$ cat src/rtl/riscy_pkg.sv
// -----------------------------------------------------------------------------
// riscy_pkg
//   Types and constants shared by the RV64I decode stage and the execute ALU.
//   Contents:
//     XLEN           datapath width (64)
//     alu_op_e       ALU operation encoding
//     src1_e/src2_e  ALU operand selects
//     OPC_*          major opcode constants (instr[6:0])
//     dec_ctrl_t     decoded control bundle carried from decode to execute
//     funct3_to_op   OP / OP-IMM funct3 -> ALU operation
// -----------------------------------------------------------------------------
package riscy_pkg;

   localparam int XLEN = 64;

   typedef enum logic [4:0] {
      ALU_ADD_SUB = 5'd0,
      ALU_SLL     = 5'd4,
      ALU_XOR     = 5'd9,
      ALU_SRL_SRA = 5'd13,
      ALU_OR      = 5'd18,
      ALU_SLT     = 5'd22,
      ALU_AND     = 5'd27,
      ALU_SLTU    = 5'd31
   } alu_op_e;

   typedef enum logic [2:0] {
      SRC1_REG  = 3'd0,
      SRC1_ZERO = 3'd2,
      SRC1_PC   = 3'd5
   } src1_e;

   typedef enum logic [2:0] {
      SRC2_REG  = 3'd0,
      SRC2_FOUR = 3'd2,
      SRC2_IMM  = 3'd5
   } src2_e;

   localparam logic [6:0] OPC_LOAD      = 7'b0000011;
   localparam logic [6:0] OPC_OP_IMM    = 7'b0010011;
   localparam logic [6:0] OPC_AUIPC     = 7'b0010111;
   localparam logic [6:0] OPC_OP_IMM_32 = 7'b0011011;
   localparam logic [6:0] OPC_STORE     = 7'b0100011;
   localparam logic [6:0] OPC_OP        = 7'b0110011;
   localparam logic [6:0] OPC_LUI       = 7'b0110111;
   localparam logic [6:0] OPC_OP_32     = 7'b0111011;
   localparam logic [6:0] OPC_BRANCH    = 7'b1100011;
   localparam logic [6:0] OPC_JALR      = 7'b1100111;
   localparam logic [6:0] OPC_JAL       = 7'b1101111;

   // An all-zero bundle is a harmless ADD REG,REG with no write.
   typedef struct packed {
      alu_op_e    alu_op;
      logic       sub_sra;
      src1_e      src1;
      src2_e      src2;
      logic [4:0] rs1;
      logic [4:0] rs2;
      logic [4:0] rd;
      logic       branch;
      logic       jump;
      logic       branch_on_zero;
      logic       mem_read;
      logic       mem_write;
      logic       word;
      logic       illegal;
   } dec_ctrl_t;

   function automatic alu_op_e funct3_to_op(input logic [2:0] funct3);
      alu_op_e op;
      case (funct3)
         3'b000:  op = ALU_ADD_SUB;
         3'b001:  op = ALU_SLL;
         3'b010:  op = ALU_SLT;
         3'b011:  op = ALU_SLTU;
         3'b100:  op = ALU_XOR;
         3'b101:  op = ALU_SRL_SRA;
         3'b110:  op = ALU_OR;
         default: op = ALU_AND;
      endcase
      return op;
   endfunction

endpackage

$ cat src/rtl/decode_stage_imm_gen.sv
// -----------------------------------------------------------------------------
// imm_gen
//   Combinational immediate extraction. The format is chosen from the major
//   opcode; every immediate is sign-extended from instr[31] to XLEN bits.
//   Opcodes without an immediate (OP, OP-32, unknown) yield zero.
//   Ports:
//     instr  in   32    raw instruction
//     imm    out  XLEN  sign-extended immediate
// -----------------------------------------------------------------------------
module imm_gen
   import riscy_pkg::*;
#(
   parameter int XLEN = 64
) (
   input  logic [31:0]     instr,
   output logic [XLEN-1:0] imm
);

   always_comb begin
      imm = '0;
      case (instr[6:0])
         OPC_OP_IMM, OPC_OP_IMM_32, OPC_LOAD, OPC_JALR:
            imm = {{(XLEN-12){instr[31]}}, instr[31:20]};
         OPC_STORE:
            imm = {{(XLEN-12){instr[31]}}, instr[31:25], instr[11:7]};
         OPC_BRANCH:
            imm = {{(XLEN-13){instr[31]}}, instr[31], instr[7],
                   instr[30:25], instr[11:8], 1'b0};
         OPC_LUI, OPC_AUIPC:
            imm = {{(XLEN-32){instr[31]}}, instr[31:12], 12'b0};
         OPC_JAL:
            imm = {{(XLEN-21){instr[31]}}, instr[31], instr[19:12],
                   instr[20], instr[30:21], 1'b0};
         default:
            imm = '0;
      endcase
   end

endmodule

$ cat src/rtl/decode_stage.sv
// -----------------------------------------------------------------------------
// decode_stage
//   RV64I decode stage. One instruction + PC is accepted per valid/ready
//   handshake, decoded combinationally and captured into a single output slot.
//   Ports:
//     clk, rst_n                 clock (rising edge), async active-low reset
//     flush_in                   drop the held slot and any same-cycle input
//     in_valid / in_ready        upstream handshake (in_ready is combinational)
//     instr_in, pc_in            instruction word and its address
//     out_valid / out_ready      downstream handshake
//     pc_out                     captured pc_in
//     rs1_out, rs2_out, rd_out   register indices (rd_out = 0 when no write)
//     alu_op_out, sub_sra_out    ALU operation and subtract/arith-shift modifier
//     src1_out, src2_out         ALU operand selects
//     imm_out                    sign-extended immediate (0 for R-type)
//     branch_out, jump_out, branch_on_zero_out
//     mem_read_out, mem_write_out, word_out
//     illegal_out                undecodable; every other control reads as NOP
// -----------------------------------------------------------------------------
module decode_stage
   import riscy_pkg::*;
#(
   parameter int XLEN = 64
) (
   input  logic            clk,
   input  logic            rst_n,
   input  logic            flush_in,
   input  logic            in_valid,
   output logic            in_ready,
   input  logic [31:0]     instr_in,
   input  logic [XLEN-1:0] pc_in,
   output logic            out_valid,
   input  logic            out_ready,
   output logic [XLEN-1:0] pc_out,
   output logic [4:0]      rs1_out,
   output logic [4:0]      rs2_out,
   output logic [4:0]      rd_out,
   output logic [4:0]      alu_op_out,
   output logic            sub_sra_out,
   output logic [2:0]      src1_out,
   output logic [2:0]      src2_out,
   output logic [XLEN-1:0] imm_out,
   output logic            branch_out,
   output logic            jump_out,
   output logic            branch_on_zero_out,
   output logic            mem_read_out,
   output logic            mem_write_out,
   output logic            word_out,
   output logic            illegal_out
);

   logic [6:0]      opcode;
   logic [2:0]      funct3;
   logic [6:0]      funct7;
   logic [XLEN-1:0] imm_raw;
   logic [XLEN-1:0] imm_dec;
   dec_ctrl_t       dec;
   logic            rd_we;
   logic            bad;
   logic            accept;

   logic            valid_reg;
   dec_ctrl_t       ctrl_reg;
   logic [XLEN-1:0] pc_reg;
   logic [XLEN-1:0] imm_reg;

   assign opcode = instr_in[6:0];
   assign funct3 = instr_in[14:12];
   assign funct7 = instr_in[31:25];

   imm_gen #(.XLEN(XLEN)) u_imm_gen (
      .instr (instr_in),
      .imm   (imm_raw)
   );

   // ---------------------------------------------------------------------
   // Combinational decode
   // ---------------------------------------------------------------------
   always_comb begin
      dec        = '0;
      dec.alu_op = ALU_ADD_SUB;
      dec.src1   = SRC1_REG;
      dec.src2   = SRC2_REG;
      rd_we      = 1'b0;
      bad        = 1'b0;
      imm_dec    = imm_raw;

      case (opcode)
         OPC_LUI: begin
            dec.src1 = SRC1_ZERO;
            dec.src2 = SRC2_IMM;
            rd_we    = 1'b1;
         end
         OPC_AUIPC: begin
            dec.src1 = SRC1_PC;
            dec.src2 = SRC2_IMM;
            rd_we    = 1'b1;
         end
         // Both jumps compute the link value PC+4; the target adder is elsewhere.
         OPC_JAL, OPC_JALR: begin
            dec.src1 = SRC1_PC;
            dec.src2 = SRC2_FOUR;
            dec.jump = 1'b1;
            rd_we    = 1'b1;
         end
         OPC_LOAD: begin
            bad          = (funct3 == 3'b111);
            dec.src2     = SRC2_IMM;
            dec.mem_read = 1'b1;
            rd_we        = 1'b1;
         end
         OPC_STORE: begin
            bad           = funct3[2];
            dec.src2      = SRC2_IMM;
            dec.mem_write = 1'b1;
         end
         // Equality compares subtract and test for zero; ordered compares use
         // SLT/SLTU, where the "greater or equal" forms branch on a zero result.
         OPC_BRANCH: begin
            dec.branch = 1'b1;
            bad        = (funct3[2:1] == 2'b01);
            case (funct3[2:1])
               2'b00: begin
                  dec.alu_op  = ALU_ADD_SUB;
                  dec.sub_sra = 1'b1;
               end
               2'b10:   dec.alu_op = ALU_SLT;
               default: dec.alu_op = ALU_SLTU;
            endcase
            dec.branch_on_zero = (funct3 == 3'b000) || (funct3 == 3'b101) ||
                                 (funct3 == 3'b111);
         end
         // 6-bit shamt: instr[25] belongs to the shift amount.
         OPC_OP_IMM: begin
            dec.alu_op = funct3_to_op(funct3);
            dec.src2   = SRC2_IMM;
            rd_we      = 1'b1;
            if (funct3 == 3'b001) begin
               bad = (instr_in[31:26] != 6'b0);
            end else if (funct3 == 3'b101) begin
               bad         = instr_in[31] || (instr_in[29:26] != 4'b0);
               dec.sub_sra = instr_in[30];
            end
         end
         // 5-bit shamt: instr[25] must be clear.
         OPC_OP_IMM_32: begin
            dec.alu_op = funct3_to_op(funct3);
            dec.src2   = SRC2_IMM;
            dec.word   = 1'b1;
            rd_we      = 1'b1;
            case (funct3)
               3'b000: bad = 1'b0;
               3'b001: bad = (funct7 != 7'b0);
               3'b101: begin
                  bad         = ((funct7 & 7'b1011111) != 7'b0);
                  dec.sub_sra = instr_in[30];
               end
               default: bad = 1'b1;
            endcase
         end
         OPC_OP: begin
            dec.alu_op = funct3_to_op(funct3);
            rd_we      = 1'b1;
            if (funct3 == 3'b000 || funct3 == 3'b101) begin
               bad         = ((funct7 & 7'b1011111) != 7'b0);
               dec.sub_sra = instr_in[30];
            end else begin
               bad = (funct7 != 7'b0);
            end
            // R-type has no immediate field.
            imm_dec = '0;
         end
         OPC_OP_32: begin
            dec.alu_op = funct3_to_op(funct3);
            dec.word   = 1'b1;
            rd_we      = 1'b1;
            case (funct3)
               3'b000, 3'b101: begin
                  bad         = ((funct7 & 7'b1011111) != 7'b0);
                  dec.sub_sra = instr_in[30];
               end
               3'b001:  bad = (funct7 != 7'b0);
               default: bad = 1'b1;
            endcase
            imm_dec = '0;
         end
         default: bad = 1'b1;
      endcase

      dec.rs1 = instr_in[19:15];
      dec.rs2 = instr_in[24:20];
      dec.rd  = rd_we ? instr_in[11:7] : 5'd0;

      // Illegal words travel down the pipe as a NOP flagged for the trap logic.
      if (bad) begin
         dec         = '0;
         dec.illegal = 1'b1;
         imm_dec     = '0;
      end
   end

   // ---------------------------------------------------------------------
   // Output slot
   // ---------------------------------------------------------------------
   assign in_ready = !valid_reg || out_ready;
   assign accept   = in_valid && in_ready;

   always_ff @(posedge clk or negedge rst_n) begin
      if (!rst_n) begin
         valid_reg <= 1'b0;
         ctrl_reg  <= '0;
         pc_reg    <= '0;
         imm_reg   <= '0;
      end else begin
         if (flush_in) begin
            valid_reg <= 1'b0;
         end else if (accept) begin
            valid_reg <= 1'b1;
         end else if (out_ready) begin
            valid_reg <= 1'b0;
         end
         // A flushed instruction is dropped, so the payload only moves on a
         // surviving accept; otherwise it holds for a stalled consumer.
         if (accept && !flush_in) begin
            ctrl_reg <= dec;
            pc_reg   <= pc_in;
            imm_reg  <= imm_dec;
         end
      end
   end

   assign out_valid          = valid_reg;
   assign pc_out             = pc_reg;
   assign imm_out            = imm_reg;
   assign rs1_out            = ctrl_reg.rs1;
   assign rs2_out            = ctrl_reg.rs2;
   assign rd_out             = ctrl_reg.rd;
   assign alu_op_out         = ctrl_reg.alu_op;
   assign sub_sra_out        = ctrl_reg.sub_sra;
   assign src1_out           = ctrl_reg.src1;
   assign src2_out           = ctrl_reg.src2;
   assign branch_out         = ctrl_reg.branch;
   assign jump_out           = ctrl_reg.jump;
   assign branch_on_zero_out = ctrl_reg.branch_on_zero;
   assign mem_read_out       = ctrl_reg.mem_read;
   assign mem_write_out      = ctrl_reg.mem_write;
   assign word_out           = ctrl_reg.word;
   assign illegal_out        = ctrl_reg.illegal;

endmodule

$ cat config.mk
export PLATFORM = sky130hd
export DESIGN_NAME = decode_stage
export DESIGN_NICKNAME = d
export VERILOG_FILES = /design/src/rtl/riscy_pkg.sv /design/src/rtl/decode_stage_imm_gen.sv /design/src/rtl/decode_stage.sv
export SDC_FILE = /design/constraint.sdc
export NUM_CORES = 1
export LEC_CHECK = 0
export ABC_AREA = 1
export CORE_ASPECT_RATIO = 0.5
export CORE_MARGIN = 2
export CORE_UTILIZATION = 40
export DETAILED_ROUTE_END_ITERATION = 8
export GPL_TIMING_DRIVEN = 0
export PLACE_DENSITY = 0.76
export REMOVE_ABC_BUFFERS = 1
export SLEW_MARGIN = 20
export SYNTH_ARGS = -nofsm -noshare
export SYNTH_HDL_FRONTEND = slang
export SYNTH_SLANG_ARGS = --single-unit
$ cat constraint.sdc
create_clock -name clk -period 3.08 [get_ports clk]
set_input_delay 0.77 -clock clk [delete_from_list [all_inputs] [get_ports clk]]
set_output_delay 0.77 -clock clk [all_outputs]
set_load 0.05 [all_outputs]
# [Word-level counts from Yosys, hierarchy flattened]
# Cells that the tools add are included.
[totals] register_bits=163 in_bits=101 output_inout_bits=164 word_cells=93
[op_classes] eq_ne=20 muxes=31 reduce_logical=25
[ops] op="case mux 64 bit (5 select lines)" n=1
[ops] op="2-to-1 mux 64 bit" n=2
[ops] op="case mux 5 bit (7 select lines)" n=1
[ops] op="2-to-1 mux 34 bit" n=1
[ops] op="case mux 6 bit (5 select lines)" n=1
[ops] op="equality test 7 x 6 -> 1 bit (second input constant)" n=4
[ops] op="equality test 7 x 5 -> 1 bit (second input constant)" n=3
[ops] op="equality test 7 bit (second input constant)" n=3
[ops] op="2-to-1 mux 1 bit" n=18
[ops] op="nonzero test 7 bit" n=2
[ops] op="equality test 3 bit (second input constant)" n=4
[ops] op="case mux 3 bit (2 select lines)" n=2
[ops] op="case mux 5 bit (2 select lines)" n=1
[ops] op="OR reduction 2 bit" n=5
[ops] op="OR reduction 9 bit" n=1
[ops] op="case mux 1 bit (8 select lines)" n=1
[ops] op="OR reduction 4 bit" n=2
[ops] op="equality test 7 x 2 -> 1 bit (second input constant)" n=1
[ops] op="equality test 3 x 2 -> 1 bit (second input constant)" n=2
[ops] op="nonzero test 6 bit" n=1
[ops] op="OR reduction 6 bit" n=1
[ops] op="2-to-1 mux 5 bit" n=1
[ops] op="logical OR 1 bit" n=4
[ops] op="nonzero test 4 bit" n=1
[ops] op="other kinds (11)" n=13

# [Longest topological paths before layout]
# Gate-level depths: netlist (run 1).
[depth] word_depth=6 mapped_depth=12

# [Cells and area by module]
# A second synthesis (run 1) with hierarchy kept.
[hier_totals] hier_cells=1041 area_unflattened_um2=7998.9
[by_module_without_submodules] mod="decode_stage" instances=1 cells_each=790 area_each_um2=6801.5 seq_area_each_um2=3953.8
[by_module_without_submodules] mod="imm_gen" instances=1 cells_each=251 area_each_um2=1197.4 seq_area_each_um2=0.0

# [Worst setup path after synthesis (run 1)]
# Ideal clock, no wire load.
[synth_path] kind="register to output" from="register, netlist name imm_out[62]" to="output imm_out[32]" t_arrival_ns=1.432 slack_ns=0.878 stages_incl_launch_ff=2 path_buffers=1 path_cell_list="dfrtp_1 > buf_4"
[synth_rtl] item="to (decl)" line="decode_stage.sv:42" text="output logic [XLEN-1:0] imm_out,"

# [Worst setup path in the final report (run 1)]
[layout_path] from="input out_ready" to="output in_ready"
[layout_between] elab_chain_cells=1
[layout_rtl] item="from (decl)" line="decode_stage.sv:33" text="input logic out_ready,"
[layout_rtl] item="logical OR 1 bit" line="decode_stage.sv:205" text="assign in_ready = !valid_reg || out_ready;"
[layout_rtl] item="to (decl)" line="decode_stage.sv:29" text="output logic in_ready,"
# Every way passes these cells.

==> results of run 1 <==
-- cell usage after synthesis --
cell type                  count  area [um^2]
sky130_fd_sc_hd__a21boi_0      5         37.5
sky130_fd_sc_hd__a21oi_1      18         90.1
sky130_fd_sc_hd__a22oi_1       1         7.51
sky130_fd_sc_hd__a22oi_2       1         12.5
sky130_fd_sc_hd__and2_1        1         6.26
sky130_fd_sc_hd__buf_2        12         60.1
sky130_fd_sc_hd__buf_4        39          293
sky130_fd_sc_hd__clkbuf_1     29          109
sky130_fd_sc_hd__dfrtp_1     126         3150
sky130_fd_sc_hd__inv_1        32          120
sky130_fd_sc_hd__inv_2         9         33.8
sky130_fd_sc_hd__nand2_1     384         1440
sky130_fd_sc_hd__nand2_2       2         12.5
sky130_fd_sc_hd__nand3_1      15         75.1
sky130_fd_sc_hd__nand3_2       1         10.0
sky130_fd_sc_hd__nand4_1      55          344
sky130_fd_sc_hd__nor2_1       71          267
sky130_fd_sc_hd__nor2_2        4         25.0
sky130_fd_sc_hd__nor2_4        2         22.5
sky130_fd_sc_hd__nor3_1        2         10.0
sky130_fd_sc_hd__o21ai_0      10         50.1
sky130_fd_sc_hd__o21ai_1       4         20.0
sky130_fd_sc_hd__o21ai_2       1         8.76
sky130_fd_sc_hd__o22ai_1       2         12.5
sky130_fd_sc_hd__o31ai_1       1         7.51
-- timing repair --
action                                  CTS  global route
gates resized for setup                   2             2
pin swaps                                 0             1
endpoints found under the setup margin   90            54
hold buffers                              0             0
gates cloned                              0             1
-- critical path, stage by stage --
cell and delay [ns]:
sky130_fd_sc_hd__clkdlybuf4s50_1 0.45, sky130_fd_sc_hd__nor2_1 0.06, sky130_fd_sc_hd__inv_1 0.07, sky130_fd_sc_hd__clkdlybuf4s50_1 0.80
-- power by group through the flow --
stage | clock network, W | registers (W) | logic [W]
6_report | 0.00197 | 0.00186 | 0.00127
3_3_place_gp | 0 | 0.00189 | 0.00125
2_1_floorplan | 0 | 0.00238 | 0.000230
4_1_cts | 0.00201 | 0.00186 | 0.00128
3_5_place_dp | 0 | 0.00189 | 0.00127
5_1_grt | 0.00208 | 0.00188 | 0.00135
-- metrics by stage --
stage / setup TNS, ns / worst slack [ns] / std cells
final: 0 / 0.160 / 1262
after global routing: 0 / 0.103 / 1262
after CTS: 0 / 0.0641 / 1261
after detailed placement: -31.53 / -0.691 / 1229
after global placement: -2732.87 / -18.28 / 1215
after floorplan: -1375.09 / -9.21 / 747
-- layer usage --
metal | track usage [%] | routed length (um) | up-vias
li1 | - | - | 3019
met1 | 28.7 | 8080 | 2909
met2 | 39.9 | 9470 | 185
met3 | 3.69 | 912 | 20
met4 | 6.59 | 219 | 0
met5 | 0 | 0 | -
-- layout make-up --
class / count / area (um^2)
Fill cell: 1316 / 5830
Sequential cell: 126 / 3150
Timing Repair Buffer: 278 / 2830
Multi-Input combinational cell: 581 / 2490
Clock buffer: 19 / 453
Tap cell: 204 / 255
Inverter: 41 / 159
Clock inverter: 13 / 130
-- state kept, by name, summed over array words and instances, names as in the netlist, 2 cells and up --
signal and cells:
rs2_out 5, src1_out 2, imm_out 32, alu_op_out 3, rs1_out 5, rd_out 5
pc_out 64
-- cell families (layout without fill, tap and decap cells) --
kind of cell	after synthesis	count (layout)
compound gates	43	43
flops	126	126
buf+inv	121	351
simple gates	537	538
-- path summary, 6_finish.rpt --
path / cells past startpoint / end / startpoint / slack [ns]
min in group clk: 2 / pc_out[13] / pc_out[13] / 0.47
max: 4 / in_ready / out_ready / 0.16
max in group asynchronous: 2 / imm_out[62] / rst_n / 2.09
min reg2reg: 2 / pc_out[13] / pc_out[13] / 0.47
max reg2reg: 9 / imm_out[62] / out_valid / 1.08
min: 1 / pc_out[21] / rst_n / 0.26
-- cell usage in the layout, fill, tap and decap left out, types with 4 or more instances in the layout --
cell,Yosys,final
sky130_fd_sc_hd__inv_1,32,31
sky130_fd_sc_hd__nor2_2,4,4
sky130_fd_sc_hd__nand2_1,384,384
sky130_fd_sc_hd__dfrtp_1,126,125
sky130_fd_sc_hd__a21oi_1,18,17
sky130_fd_sc_hd__inv_2,9,9
sky130_fd_sc_hd__inv_6,0,5
sky130_fd_sc_hd__nor2_1,71,71
sky130_fd_sc_hd__clkbuf_16,0,17
sky130_fd_sc_hd__a21boi_0,5,5
sky130_fd_sc_hd__clkdlybuf4s50_1,0,263
sky130_fd_sc_hd__nand4_1,55,55
sky130_fd_sc_hd__o21ai_1,4,4
sky130_fd_sc_hd__buf_4,39,10
sky130_fd_sc_hd__o21ai_0,10,10
sky130_fd_sc_hd__nand3_1,15,14
==> metrics list, run 1 <==
- The run finished with clean final reports.
* Worst-path clk slew: 0.06 ns
* CTS Root Buffer Type: sky130_fd_sc_hd__clkbuf_16
- The portion of synthesized area spent on multiplexers is 0%.
- The clock passes through at most 2 buffers.
- Sum of routed wire length over all layers: 18.7 mm
* Clock share of power: 38.6%
- Total half-perimeter wirelength after legalization and detailed placement: 12.9 mm
* Total Nets Final: 1,146
- Distinct cell type count after synthesis: 25
- Between clock sinks in the finished design, the worst skew comes to 0.0117 ns.
* Wire length of the first global-routing pass: 30.5 mm
- The synthesized netlist devotes 3.96% of its cell area to compound gates.
- Based on the critical path, the design can be clocked at up to 342 MHz.
- Buffers placed on the I/O ports in this run total 264.
* Total DRC errors in the routed layout: 0
- Clock buffer count from CTS: 17
- In this run the number of H-tree levels came out at 4.
- Summing all placed instances gives a cell area of 8860 um^2.
- YS warnings: 0
- Initial antenna violation count: 0
- DR iter-0 viols: 375
- Largest net degree at the start of global routing: 97
* Number of sinks handled by clock tree synthesis: 126
- Post-synthesis share of cell area spent on and, or, nand and nor gates: 35.5%
- Of the cells placed in the final design, the portion with a size suffix greater than 1 is 6.90%.
- Initial core utilization: 40.7%
- Post-synthesis average cell area: 7.53 um^2
* Design area: 9470 um^2
* Post-synthesis instance area: 6230 um^2
- The final route contains 6,133 vias.
* Combinational family with the most area after synthesis: simple AND/OR/NAND/NOR gates
- Total setup buffers inserted after CTS: 0
* End-of-flow core utilization: 61.9%
- Setup repair after global routing left no endpoint under its margin.
- The internal portion of the total power is 0.00340 W.
* Largest fanout of any net on the critical path: 2
- Tightest Hold Check Type: in2async
- Number of hold violations in the final report: 0
- Number of cells produced by synthesis: 827
* Number of placement rows: 32
- The worst setup path is launched from a primary input.
- STA classifies the critical path endpoint as an output pin.
* Antenna diode instance count: 0
- At the end of routability-driven placement, the weighted congestion stood at 0.940.
- Clock tree from TritonCTS: done
- The max-slew violation count is 0.
- Core box area: 15,300 um^2
* Slew at the pin closest to its max-slew limit: 0.685 ns
- Post-route worst hold slack: 0.259 ns
- Across the run, the number of max-cap violations was 0.
- Adder and majority gate portion of the synthesized area: 0%
- Power comes to 0.00510 W.
- Final Setup Violations: 0
* Sequential share of the synthesized area: 50.6%
* Xor-xnor portion of the synthesized cell area: 0%
* Vertical die dimension: 92.2 um
- The die is 180 um wide.
- Net switching is 33.3% of the power.
- Min cycle time layout: 2.92 ns
- Area of the die: 16,600 um^2
- Routed vias/inst: 4.86
* Overall routing resource usage: 22.6%
* Clock latency reported for the late side of the worst-skew pair: 0.41 ns
* Synth-to-layout area growth: 52.0%
* Residual overflow from global routing: 0
- Number of synthesized register bits: 126
* Number of I/O pins: 265
- Critical path type: in2out
- For this design the static power due to leakage is 4.74 nW.
* Via count of the first global-routing pass: 5,917
* Wirelength per Cell: 14.8 um
- Sw Pwr: 0.00170 W
- Comb power frac: 24.9%
* Part of the total power dissipated in sequential elements: 36.5%
* Data arrival time of the worst path: 2.15 ns
- STA puts the critical path data required time at 2.31 ns.
* Worst supply voltage drop on vdd: 0.333 mV
- Initial DRT Pass Iterations: 5
* Worst slew margin: 54.2%
* Count of nets left with antenna violations after detail routing: 0
* Final Cycle Share: 94.8%
- Power spread over the standard cell area amounts to 539 nW/um^2.
(Power assumes the default switching activity.)
==> run 2, diff against run 1 <==
--- a/config.mk
+++ b/config.mk
@@ -9,6 +9,7 @@
 export CORE_ASPECT_RATIO = 0.5
 export CORE_MARGIN = 2
 export CORE_UTILIZATION = 40
+export CTS_CLUSTER_DIAMETER = 50
 export DETAILED_ROUTE_END_ITERATION = 8
 export GPL_TIMING_DRIVEN = 0
 export PLACE_DENSITY = 0.76
==> results of run 2 <==
The final DEF is identical to that of run 1; final timing and power are the same.
==> run 3, diff against run 2 <==
--- a/config.mk
+++ b/config.mk
@@ -12,7 +12,8 @@
 export CTS_CLUSTER_DIAMETER = 50
 export DETAILED_ROUTE_END_ITERATION = 8
 export GPL_TIMING_DRIVEN = 0
-export PLACE_DENSITY = 0.76
+export PLACE_DENSITY = 0.83
+export RECOVER_POWER = 25
 export REMOVE_ABC_BUFFERS = 1
 export SLEW_MARGIN = 20
 export SYNTH_ARGS = -nofsm -noshare
==> metrics list, run 3 (synthesis results as in run 1) <==
* Status: finished clean
- Initial antenna violation count: 0 (unchanged)
* Number of cells on the worst hold path: 2
* Largest fanout of any net on the critical path: 2 (unchanged)
* Reg-to-reg endpoint: jump_out
* Setup Skew: 0.00850 ns (-0.00325 ns)
- Setup slack after placement: -0.537 ns (+0.154 ns)
- Initial DRT Pass Iterations: 4 (-1)
* Area of the die: 16,600 um^2 (unchanged)
* Sink of the worst hold path: pc_out[11]
- The post-layout utilization of the core was 62.3% (+0.41 points).
- Worst setup SP type: primary input
* Slew at the pin closest to its max-slew limit: 1.36 ns (+0.674 ns)
* Clock share of power: 41.5% (+2.9 points)
- Tightest Hold Check Type: reg2reg
- Maximum clock frequency: 336 MHz (-1.8%)
- The total DRC errors in the routed layout is 0 (unchanged).
- Residual overflow from global routing: 0 (unchanged)
- The first-iteration detailed-routing DRC count is 339 (-9.6%).
- Clock latency reported for the late side of the worst-skew pair: 0.40 ns (about the same)
- Most used cells in the layout excluding fill and tap cells: sky130_fd_sc_hd__nand2_1, sky130_fd_sc_hd__clkdlybuf4s50_1, sky130_fd_sc_hd__dfrtp_1
- Max-capacitance violation count: 0 (unchanged)
- Flip-flop count of the largest register, all copies and words added: 64 (unchanged)
- The internal power consumption is 0.00369 W (+8.4%).
* Number of placement rows: 32 (unchanged)
* Maximum single-stage delay on the critical path: 0.71 ns (-0.09 ns)
* Antenna diode instance count: 0 (unchanged)
- The first-pass GRT wire length came to 30.5 mm (about the same).
- Sum of routed wire length over all layers: 18.5 mm (-0.94%)
- The worst slew slack as a fraction of its limit came to 9.45% (-45 points).
- The detailed-route vias per instance was 4.87 (+0.26%).
- The number of global-route vias before repair is 6,031 (+1.9%).
- The worst setup path is captured at an output pin.
- The library cell used most frequently in the layout, excluding fill and tap cells, is sky130_fd_sc_hd__nand2_1.
* Count of nets left with antenna violations after detail routing: 0 (unchanged)
- Pwr per Cell Area: 561 nW/um^2 (+4.2%)
- In this design, the critical path's most frequently occurring cell is sky130_fd_sc_hd__clkdlybuf4s50_1.
- The clock sink count came to 126 (unchanged).
* Number of I/O pins: 265 (unchanged)
- Cell family with most CP delay: buffers and inverters
* Critical path origin: out_ready
* RSZ-0062 raised after global routing: no
* Maximum level of the CTS H-tree: 4 (unchanged)
- The pin count of the biggest net entering global routing was 100 (+3.1%).
* Hold Buf Count CTS: 0 (unchanged)
- The worst ir drop on vdd came to 0.443 mV (+33%).
- The worst hold path begins at pc_out[11].
- Core box area: 15,300 um^2 (unchanged)
- Final Setup Violations: 0 (unchanged)
- The post-route worst setup slack is 0.106 ns (-0.0539 ns).
- Total half-perimeter wirelength after legalization and detailed placement: 12.9 mm (-0.30%)
* Number of hold violations in the final report: 0 (unchanged)
- Setup TNS Final: 0 ns (unchanged)
- Initial core utilization: 40.7% (unchanged)
- The post-detailed-route wirelength per cell was 14.7 um (-1.0%).
* Clock buffer count from CTS: 17 (unchanged)
* Part of the total power dissipated in sequential elements: 34.8% (-1.7 points)
- Buffers from clock root to sink, at most: 2 (unchanged)
* WP data required: 2.31 ns (about the same)
- Data arrival time of the worst path: 2.20 ns (+0.05 ns)
- The switching portion of total power was 31.1% (-2.3 points).
- The chip width came to 180 um (unchanged).
- The area growth from synthesis to layout is 53.0%.
- TritonCTS built the clock tree.
- Critical path buffers and inverters: 3 (unchanged)
* Critical path type: in2out
* Worst R2R Setup Slack: 0.69 ns (-0.39 ns)
- The net total in the final layout came to 1,148 (+0.17%).
- Cells on worst reg2reg path: 11 (+2)
* Vias after detailed routing: 6,154 (+0.34%)
- The worst register-to-register path begins at out_valid.
- The layout cell share with drive strength beyond 1 is 6.99% (+0.088 points).
- The signal on the critical path passes through clkdlybuf4s50_1 > nor2_1 > inv_1 > clkdlybuf4s50_1.
* Total power: 0.00535 W (+4.9%)
- Vertical die dimension: 92.2 um (unchanged)
* Number of pins exceeding their max-slew limit in the final report: 0 (unchanged)
- The fraction of the cycle the final worst path needs came to 96.6% (+1.8 points).
- Worst-path clk slew: 0.06 ns (about the same)
- PortBufs: 264 (unchanged)
* Leakage component of the power: 4.77 nW (+0.80%)
* Sw Pwr: 0.00166 W (-2.2%)
- The share of power burned in combinational logic was 23.7% (-1.2 points).
- Min cycle time layout: 2.97 ns (+0.0539 ns)
- The placer congestion estimate is 0.871 (-7.3%).
- Overall routing resource usage: 22.6% (about the same)
- The slowest stage of the critical path is the sky130_fd_sc_hd__clkdlybuf4s50_1 cell.
- CTS Root Buffer Type: sky130_fd_sc_hd__clkbuf_16
run 3: worst register-to-register path, cell delays in order (launching register included):
cell and delay [ns]:
sky130_fd_sc_hd__dfrtp_1 0.37, sky130_fd_sc_hd__inv_1 0.05, sky130_fd_sc_hd__nor2_1 0.06, sky130_fd_sc_hd__nor3_4 0.23, sky130_fd_sc_hd__buf_4 0.26, sky130_fd_sc_hd__buf_4 0.21
sky130_fd_sc_hd__buf_4 0.23, sky130_fd_sc_hd__buf_4 0.23, sky130_fd_sc_hd__inv_6 0.13, sky130_fd_sc_hd__buf_16 0.26, sky130_fd_sc_hd__nand2_1 0.16, sky130_fd_sc_hd__o21ai_0 0.08
run 3: power groups by stage:
stage	sequential (W)	combinational, W	clock [W]
floorplan	0.00238	0.000230	0
global placement	0.00188	0.00125	0
detailed placement	0.00189	0.00127	0
CTS	0.00186	0.00127	0.00227
global route	0.00188	0.00134	0.00234
finish	0.00186	0.00127	0.00222
run 3: cell type report:
cell class	instances	area, um^2
fill	1274	5760
timing repair buffer	281	2820
clock inverter	13	214
tap	204	255
multi-input combinational	580	2490
clock buffer	18	439
inverter	41	159
sequential	126	3150
run 3: per-layer routing:
| layer | up-vias | track usage [%] | wire (um) |
|---|---|---|---|
| met5 | - | 0 | 0 |
| met4 | 0 | 8.06 | 432 |
| met3 | 33 | 3.85 | 921 |
| met2 | 204 | 40.0 | 9280 |
| met1 | 2897 | 28.0 | 7880 |
| li1 | 3020 | - | - |
run 3: metrics by stage:
step                      std cells  cell area (um^2)  hold slack (ns)
final                          1263              9530            0.467
after CTS                      1260              9520            0.340
after detailed placement       1229              8860            0.458
after floorplan                 747              5770            0.474
after global routing           1263              9530            0.493
after global placement         1215              8660            0.453
run 3: repair_timing:
item / in CTS / in global routing
endpoints found under the hold margin: 0 / 0
pin swaps: 0 / 1
setup buffers: 0 / 3
cloned: 0 / 0
endpoints found under the setup margin: 41 / 144
gates resized for setup: 1 / 4
run 3: worst max path at each step:
stage | cells after the start | end | slack (ns)
final | 4 | in_ready | 0.11
after global routing | 4 | in_ready | 0.02
after CTS | 1 | imm_out[47] | 0.01
after detailed placement | 10 | imm_out[8] | -0.54
after global placement | 6 | imm_out[62] | -18.01
after floorplan | 5 | imm_out[62] | -9.21
